===== src/rtl/i2s_pkg.sv =====
// i2s_pkg: default link parameters and slot/bit-position decode helpers shared
// by the I2S transceiver and its TX FIFO.
package i2s_pkg;

   localparam int SAMPLE_WIDTH_DEF = 24;
   localparam int SLOT_WIDTH_DEF   = 32;
   localparam int BCLK_DIV_DEF     = 4;
   localparam int FIFO_DEPTH_DEF   = 4;

   function automatic int clog2(input int v);
      int r;
      r = 0;
      while ((1 << r) < v) r++;
      return r;
   endfunction

   function automatic int slot_pos(input int b, input int slot_width);
      return b % slot_width;
   endfunction

   // Position 0 of each slot is the one-BCLK I2S delay; data follows MSB first.
   function automatic logic is_data_pos(input int pos, input int sample_width);
      return pos >= 1 && pos <= sample_width;
   endfunction

endpackage


===== src/rtl/i2s_tx_fifo.sv =====
// i2s_tx_fifo: synchronous FIFO holding stereo pairs for the I2S transmitter.
// Ports: clk_i/rst_i (async active-high), push_i/data_i write side (ignored when
// full), pop_i/data_o read side (ignored when empty, data_o shows the head),
// full_o/empty_o flags, level_o occupancy.
module i2s_tx_fifo import i2s_pkg::*; #(
   parameter int WIDTH = 2 * SAMPLE_WIDTH_DEF,
   parameter int DEPTH = FIFO_DEPTH_DEF
) (
   input  logic                  clk_i,
   input  logic                  rst_i,
   input  logic                  push_i,
   input  logic [WIDTH-1:0]      data_i,
   input  logic                  pop_i,
   output logic [WIDTH-1:0]      data_o,
   output logic                  full_o,
   output logic                  empty_o,
   output logic [clog2(DEPTH):0] level_o
);

   localparam int AW = clog2(DEPTH);
   localparam int LW = AW + 1;

   logic [WIDTH-1:0] mem_q [DEPTH];
   logic [AW-1:0]    wr_q, rd_q;
   logic [LW-1:0]    level_q;
   logic             push, pop;

   assign full_o  = level_q == LW'(DEPTH);
   assign empty_o = level_q == '0;
   assign push    = push_i && !full_o;
   assign pop     = pop_i && !empty_o;
   assign data_o  = mem_q[rd_q];
   assign level_o = level_q;

   always_ff @(posedge clk_i or posedge rst_i) begin
      if (rst_i) begin
         wr_q    <= '0;
         rd_q    <= '0;
         level_q <= '0;
      end else begin
         wr_q    <= wr_q + AW'(push);
         rd_q    <= rd_q + AW'(pop);
         level_q <= level_q + LW'(push) - LW'(pop);
      end
   end

   always_ff @(posedge clk_i) begin
      if (push) mem_q[wr_q] <= data_i;
   end

endmodule


===== src/rtl/i2s_codec_serdes.sv =====
// i2s_codec_serdes: I2S master transceiver for the ADAU1761 codec.
// Ports: DATA_CLK_I clock, RESET async active-high; enable runs the link;
// tx_left/tx_right/tx_valid/tx_ready push stereo pairs into the TX FIFO
// (tx_level occupancy, tx_underflow pulses when a frame starts with it empty);
// rx_left/rx_right/rx_valid publish each received pair; BCLK_O, LRCLK_O,
// SDATA_O drive the codec and SDATA_I returns its data.
module i2s_codec_serdes import i2s_pkg::*; #(
   parameter int SAMPLE_WIDTH = SAMPLE_WIDTH_DEF,
   parameter int SLOT_WIDTH   = SLOT_WIDTH_DEF,
   parameter int BCLK_DIV     = BCLK_DIV_DEF,
   parameter int FIFO_DEPTH   = FIFO_DEPTH_DEF
) (
   input  logic                       DATA_CLK_I,
   input  logic                       RESET,
   input  logic                       enable,
   input  logic [SAMPLE_WIDTH-1:0]    tx_left,
   input  logic [SAMPLE_WIDTH-1:0]    tx_right,
   input  logic                       tx_valid,
   output logic                       tx_ready,
   output logic [clog2(FIFO_DEPTH):0] tx_level,
   output logic                       tx_underflow,
   output logic [SAMPLE_WIDTH-1:0]    rx_left,
   output logic [SAMPLE_WIDTH-1:0]    rx_right,
   output logic                       rx_valid,
   output logic                       BCLK_O,
   output logic                       LRCLK_O,
   output logic                       SDATA_O,
   input  logic                       SDATA_I
);

   localparam int SW    = SAMPLE_WIDTH;
   localparam int FRAME = 2 * SLOT_WIDTH;
   localparam int DW    = clog2(BCLK_DIV);
   localparam int BW    = clog2(FRAME);
   localparam int IW    = clog2(SW);

   logic [DW-1:0]   div_q, div_d;
   logic [BW-1:0]   bit_q, bit_d;
   logic            first_q, first_d;
   logic            bclk_q, bclk_d, lrclk_q, lrclk_d, sdata_q, sdata_d;
   logic            uf_q, uf_d, rxv_q, rxv_d;
   logic [2*SW-1:0] hold_q, hold_d, fifo_rd;
   logic [SW-1:0]   rxl_sh_q, rxl_sh_d, rxr_sh_q, rxr_sh_d;
   logic [SW-1:0]   rx_left_q, rx_left_d, rx_right_q, rx_right_d;
   logic [SW-1:0]   tx_word;
   logic [IW-1:0]   tx_idx;
   logic            fall, frame_start, fifo_empty, fifo_full, tx_lr, rx_sample, rx_done;
   int              tx_pos, rx_pos;

   i2s_tx_fifo #(.WIDTH(2 * SW), .DEPTH(FIFO_DEPTH)) u_fifo (
      .clk_i   (DATA_CLK_I),
      .rst_i   (RESET),
      .push_i  (tx_valid),
      .data_i  ({tx_left, tx_right}),
      .pop_i   (frame_start),
      .data_o  (fifo_rd),
      .full_o  (fifo_full),
      .empty_o (fifo_empty),
      .level_o (tx_level)
   );

   // TX decode works on the next bit position and next holding word so the
   // first frame after enable (popped at its first falling event) drives its
   // MSB in the same event.
   always_comb begin
      fall        = enable && div_q == DW'(BCLK_DIV - 1);
      frame_start = fall && (first_q || bit_q == BW'(FRAME - 1));
      div_d       = (!enable || fall) ? '0 : div_q + 1'b1;
      bit_d       = !enable ? '0 : !fall ? bit_q : bit_q == BW'(FRAME - 1) ? '0 : bit_q + 1'b1;
      first_d     = !enable ? 1'b1 : fall ? 1'b0 : first_q;
      hold_d      = !frame_start ? hold_q : fifo_empty ? '0 : fifo_rd;
      tx_pos      = slot_pos(int'(bit_d), SLOT_WIDTH);
      tx_lr       = bit_d >= BW'(SLOT_WIDTH);
      tx_word     = tx_lr ? hold_d[SW-1:0] : hold_d[2*SW-1:SW];
      tx_idx      = IW'(SW - tx_pos);
      sdata_d     = !enable ? 1'b0 : !fall ? sdata_q : is_data_pos(tx_pos, SW) && tx_word[tx_idx];
      bclk_d      = enable && div_d >= DW'(BCLK_DIV / 2);
      lrclk_d     = enable && tx_lr;
      uf_d        = frame_start && fifo_empty;
      rx_pos      = slot_pos(int'(bit_q), SLOT_WIDTH);
      rx_sample   = fall && is_data_pos(rx_pos, SW);
      rx_done     = fall && bit_q == BW'(SLOT_WIDTH + SW);
      rxl_sh_d    = !enable ? '0 : rx_sample && !lrclk_q ? {rxl_sh_q[SW-2:0], SDATA_I} : rxl_sh_q;
      rxr_sh_d    = !enable ? '0 : rx_sample && lrclk_q ? {rxr_sh_q[SW-2:0], SDATA_I} : rxr_sh_q;
      rx_left_d   = rx_done ? rxl_sh_q : rx_left_q;
      rx_right_d  = rx_done ? rxr_sh_d : rx_right_q;
      rxv_d       = rx_done;
   end

   always_ff @(posedge DATA_CLK_I or posedge RESET) begin
      if (RESET) begin
         div_q      <= '0;
         bit_q      <= '0;
         first_q    <= 1'b1;
         bclk_q     <= 1'b0;
         lrclk_q    <= 1'b0;
         sdata_q    <= 1'b0;
         uf_q       <= 1'b0;
         rxv_q      <= 1'b0;
         hold_q     <= '0;
         rxl_sh_q   <= '0;
         rxr_sh_q   <= '0;
         rx_left_q  <= '0;
         rx_right_q <= '0;
      end else begin
         div_q      <= div_d;
         bit_q      <= bit_d;
         first_q    <= first_d;
         bclk_q     <= bclk_d;
         lrclk_q    <= lrclk_d;
         sdata_q    <= sdata_d;
         uf_q       <= uf_d;
         rxv_q      <= rxv_d;
         hold_q     <= hold_d;
         rxl_sh_q   <= rxl_sh_d;
         rxr_sh_q   <= rxr_sh_d;
         rx_left_q  <= rx_left_d;
         rx_right_q <= rx_right_d;
      end
   end

   assign tx_ready     = !fifo_full;
   assign tx_underflow = uf_q;
   assign rx_left      = rx_left_q;
   assign rx_right     = rx_right_q;
   assign rx_valid     = rxv_q;
   assign BCLK_O       = bclk_q;
   assign LRCLK_O      = lrclk_q;
   assign SDATA_O      = sdata_q;

endmodule


===== config.mk =====
export PLATFORM = sky130hd
export DESIGN_NAME = i2s_codec_serdes
export DESIGN_NICKNAME = d
export VERILOG_FILES = /design/src/rtl/i2s_pkg.sv /design/src/rtl/i2s_tx_fifo.sv /design/src/rtl/i2s_codec_serdes.sv
export SDC_FILE = /design/constraint.sdc
export NUM_CORES = 1
export LEC_CHECK = 0
export CORE_AREA = 5 5 157 159
export DETAILED_ROUTE_END_ITERATION = 12
export DIE_AREA = 0 0 162 164
export PLACE_DENSITY_LB_ADDON = 0.2
export SLEW_MARGIN = 20
export SYNTH_ARGS = -nofsm -noshare
export SYNTH_HDL_FRONTEND = slang
export SYNTH_SLANG_ARGS = --single-unit

===== constraint.sdc =====
create_clock -name DATA_CLK_I -period 11.73 [get_ports DATA_CLK_I]
set_input_delay 2.346 -clock DATA_CLK_I [delete_from_list [all_inputs] [get_ports DATA_CLK_I]]
set_output_delay 2.346 -clock DATA_CLK_I [all_outputs]
set_load 0.05 [all_outputs]

==> run_results.csv <==
group,metric,value,unit
place,port_buffers,109,
global_routing,grtUsageTotal,20.5,%
final_layout,seqCellArea,0.00990,sq mm
critical_path,worstPathMaxFanout,65,
detailed_routing,ant_nets,0,
timing,period_share,52.1,%
logic_synthesis,synth_area_leaders,"edfxtp_1, dfrtp_1, mux4_2",
final_layout,fill_cells,1461,
global_routing,antenna_found_initial,0,
place,globalplace.congestion,0.865,
timing,maxSlewViolCount,0,
logic_synthesis,synth_edf_count,192,
min_path,worstHoldPathCells,1,
cts,cts-root-buf,"clkbuf_16",
power,pwr_density_cell,205,mW/mm^2
global_routing,grt_overflow,0,
floorplanning,io_pins,110,
logic_synthesis,ys_seq_area_share,69.1,%
detailed_routing,dr.pass1.iters,5,
power,combPwrFrac,20.1,%
timing,whs,0.454,ns
logic_synthesis,synth_cell_types,59,
cts,cts_setup_buffers,0,
timing,rsz0062_at_grt,"false",
final_layout,drive_above_1_share,15.0,%
timing,fin_tns_setup,0,ns
logic_synthesis,syn_avg_cell_area,16.1,sq um
critical_path,crit_path_end_kind,"flop",
power,switching_share,26.7,%
place,hpwl,15.8,mm
final_layout,nNetsFinal,1067,
power,ir_drop,0.000154,V
timing,setup_viol,0,
timing,period_needed,6.12,ns
logic_synthesis,synth-main-ff-cell,"edfxtp_1",
cts,htree_levels,2,
critical_path,crit_arrival,6.50,ns
cts,clk_latency,0.52,ns
global_routing,grt_max_degree,88,
critical_path,crit_type,"in2reg",
final_layout,multi_input_area,0.00407,sq mm
final_layout,area_growth_syn_to_layout,17.2,%
power,power_leakage,6.85,nW
global_routing,grt_pass1_vias,8011,
job,drv_cap,0,
timing,fmax,163,MHz
logic_synthesis,syn_nets,956,
floorplanning,fp-row-count,56,
cts,ctsHoldBuffers,0,
power,power.switching,0.917,mW
timing,timing.final.ws_setup,5.61,ns
floorplanning,core-area,0.0231,sq mm
floorplanning,die-height,164,um
logic_synthesis,netlist_area,0.0143,sq mm
floorplanning,fp.dieW,162,um
cts,path_clk_slew,0.06,ns
power,seq_power_share,48.5,%
final_layout,antenna_cells,0,
critical_path,start_kind,"input port",
critical_path,cp.required,12.12,ns
cts,cts_max_path_buffers,3,
cts,clock_sink_count,357,
logic_synthesis,ys_ff_latch,357,
timing,fin_skew,0.0150,ns
logic_synthesis,yosys.area.top_type,"edfxtp_1",
power,clock_power_share,31.4,%
cts,cts_buffers,36,
logic_synthesis,synth_top_area_share,40.2,%
detailed_routing,num_vias,7715,
timing,max_slew_margin,30.1,%
critical_path,r2r_slack,7.50,ns
place,place_ws,5.18,ns
detailed_routing,viasPerCell,5.84,
critical_path,crit_path_cell_trace,"clkdlybuf4s50_1 > buf_4 > o211a_1 > clkinv_1 > ha_1 > xnor2_1 > nand2_1 > o32a_1 > nand4b_1 > nor4_1 > or4_1",
detailed_routing,routed_wl,26.4,mm
critical_path,critPathSlowestCell,"xnor2_1",
timing,worst-slew-pin-transition,1.05,ns
logic_synthesis,ys_async_sr_fraction,46.2,%
final_layout,final_util,72.6,%
critical_path,path_delay_family,"buffers and inverters",
cts,cts_resized,0,
cts,cts_tree,"yes",
critical_path,path_depth,11,
min_path,hold_path.class,"reg2reg",
detailed_routing,routedWlPerCell,20.0,um
critical_path,crit_buf_inv,3,
timing,finalHoldViolations,0,
critical_path,slowest_delay,0.72,ns
place,dpl_cell_area,0.0157,sq mm
detailed_routing,post-route-drc-count,0,
final_layout,fin_area,0.0168,sq mm
outcome,outcome,"complete, no violations",
detailed_routing,drtIter0Drc,586,
global_routing,grt_first_pass_wirelength,43.1,mm
floorplanning,start_util,62.0,%
critical_path,reg2regPathDepth,11,
power,p_int,2.52,mW
logic_synthesis,ys_warn_count,0,
logic_synthesis,netlist_instances,892,
floorplanning,die_area,0.0266,sq mm
power by group through the flow:
stage / Sequential [mW] / Combinational, mW / Clock, mW
finish: 1.67 / 0.691 / 1.08
global route: 1.69 / 0.754 / 1.16
CTS: 1.67 / 0.705 / 1.11
detailed placement: 1.69 / 0.702 / 0
global placement: 1.68 / 0.687 / 0
floorplan: 1.67 / 0.512 / 0
worst paths after layout:
kind / startpoint / end
hold reg to reg: div_q[0]$_DFF_PP0_ / div_q[0]$_DFF_PP0_
max in group asynchronous: RESET / hold_q[28]$_DFF_PP0_
hold / removal: div_q[0]$_DFF_PP0_ / div_q[0]$_DFF_PP0_
setup reg to reg: div_q[0]$_DFF_PP0_ / SDATA_O$_DFFE_PP0P_
min in group asynchronous: RESET / rx_right[0]$_DFFE_PP0P_
setup / recovery: enable / SDATA_O$_DFFE_PP0P_
layout make-up:
class	instances	share of cell area, %
inverter	35	0.812
clock inverter	8	0.261
multi-input combinational	451	24.2
tap	290	2.16
timing repair buffer	122	7.10
sequential	357	59.0
clock buffer	58	6.46
per-stage QoR:
step           std cells  power (mW)
6_report            1321        3.44
5_1_grt             1321        3.61
4_1_cts             1321        3.48
3_5_place_dp        1255        2.39
3_3_place_gp        1255        2.37
2_1_floorplan        892        2.18
Yosys cell counts (6+ instances only):
master and number:
o21ai_0 6, nor2_1 13, ha_1 10, xnor2_1 6
buf_2 11, mux2_2 25, a221oi_1 6, a22o_1 30
mux2i_1 75, mux4_2 50, nor2b_1 51, clkbuf_1 20
nand2_1 101, buf_1 8, inv_1 33, dfrtp_1 164
edfxtp_1 192
placed cells by master (no fill, tap or decap), types with 30 or more instances in the layout:
master,count
inv_1,32
mux4_2,50
edfxtp_1,192
mux2i_1,75
dfrtp_1,162
a22o_1,30
clkbuf_16,37
nor2b_1,50
nand2_1,101
clkdlybuf4s50_1,109
per-layer routing:
metal	vias to the layer above	global-route usage, %	share of wire, %
met3	50	3.64	5.6
met4	0	6.61	2.6
met2	230	34.3	49
met5	-	0	0
li1	3528	-	-
met1	3907	27.8	43
kinds of logic (layout without fill, tap and decap cells):
kind of cell	Yosys count	in the layout	synth area share (%)
flops	357	357	69.1
fa+ha+maj	11	11	1.01
buf+inv	84	223	2.69
compound gates	71	71	4.29
simple gates	208	208	7.18
mux	151	151	15.2
xor+xnor	10	10	0.611
worst register-to-register path: stages, from the launching register on:
cell and delay, ns:
dfrtp_1 0.35, ha_1 0.45, xor2_1 0.19, o211a_1 0.46, clkinv_1 0.41, ha_1 0.36, xnor2_1 0.72, nand2_1 0.23
o32a_1 0.33, nand4b_1 0.10, nor4_1 0.06, or4_1 0.46
sequential cells by signal, indices dropped and copies added, names as in the netlist:
register,cells
first_q,1
rxr_sh_q,24
rx_valid,1
SDATA_O,1
BCLK_O,1
tx_underflow,1
rxl_sh_q,24
rx_right,24
u_fifo.rd_q,2
bit_q,6
div_q,2
u_fifo.wr_q,2
u_fifo.mem_q,192
LRCLK_O,1
rx_left,24
u_fifo.level_o,3
hold_q,48
(Power assumes the default switching activity.)
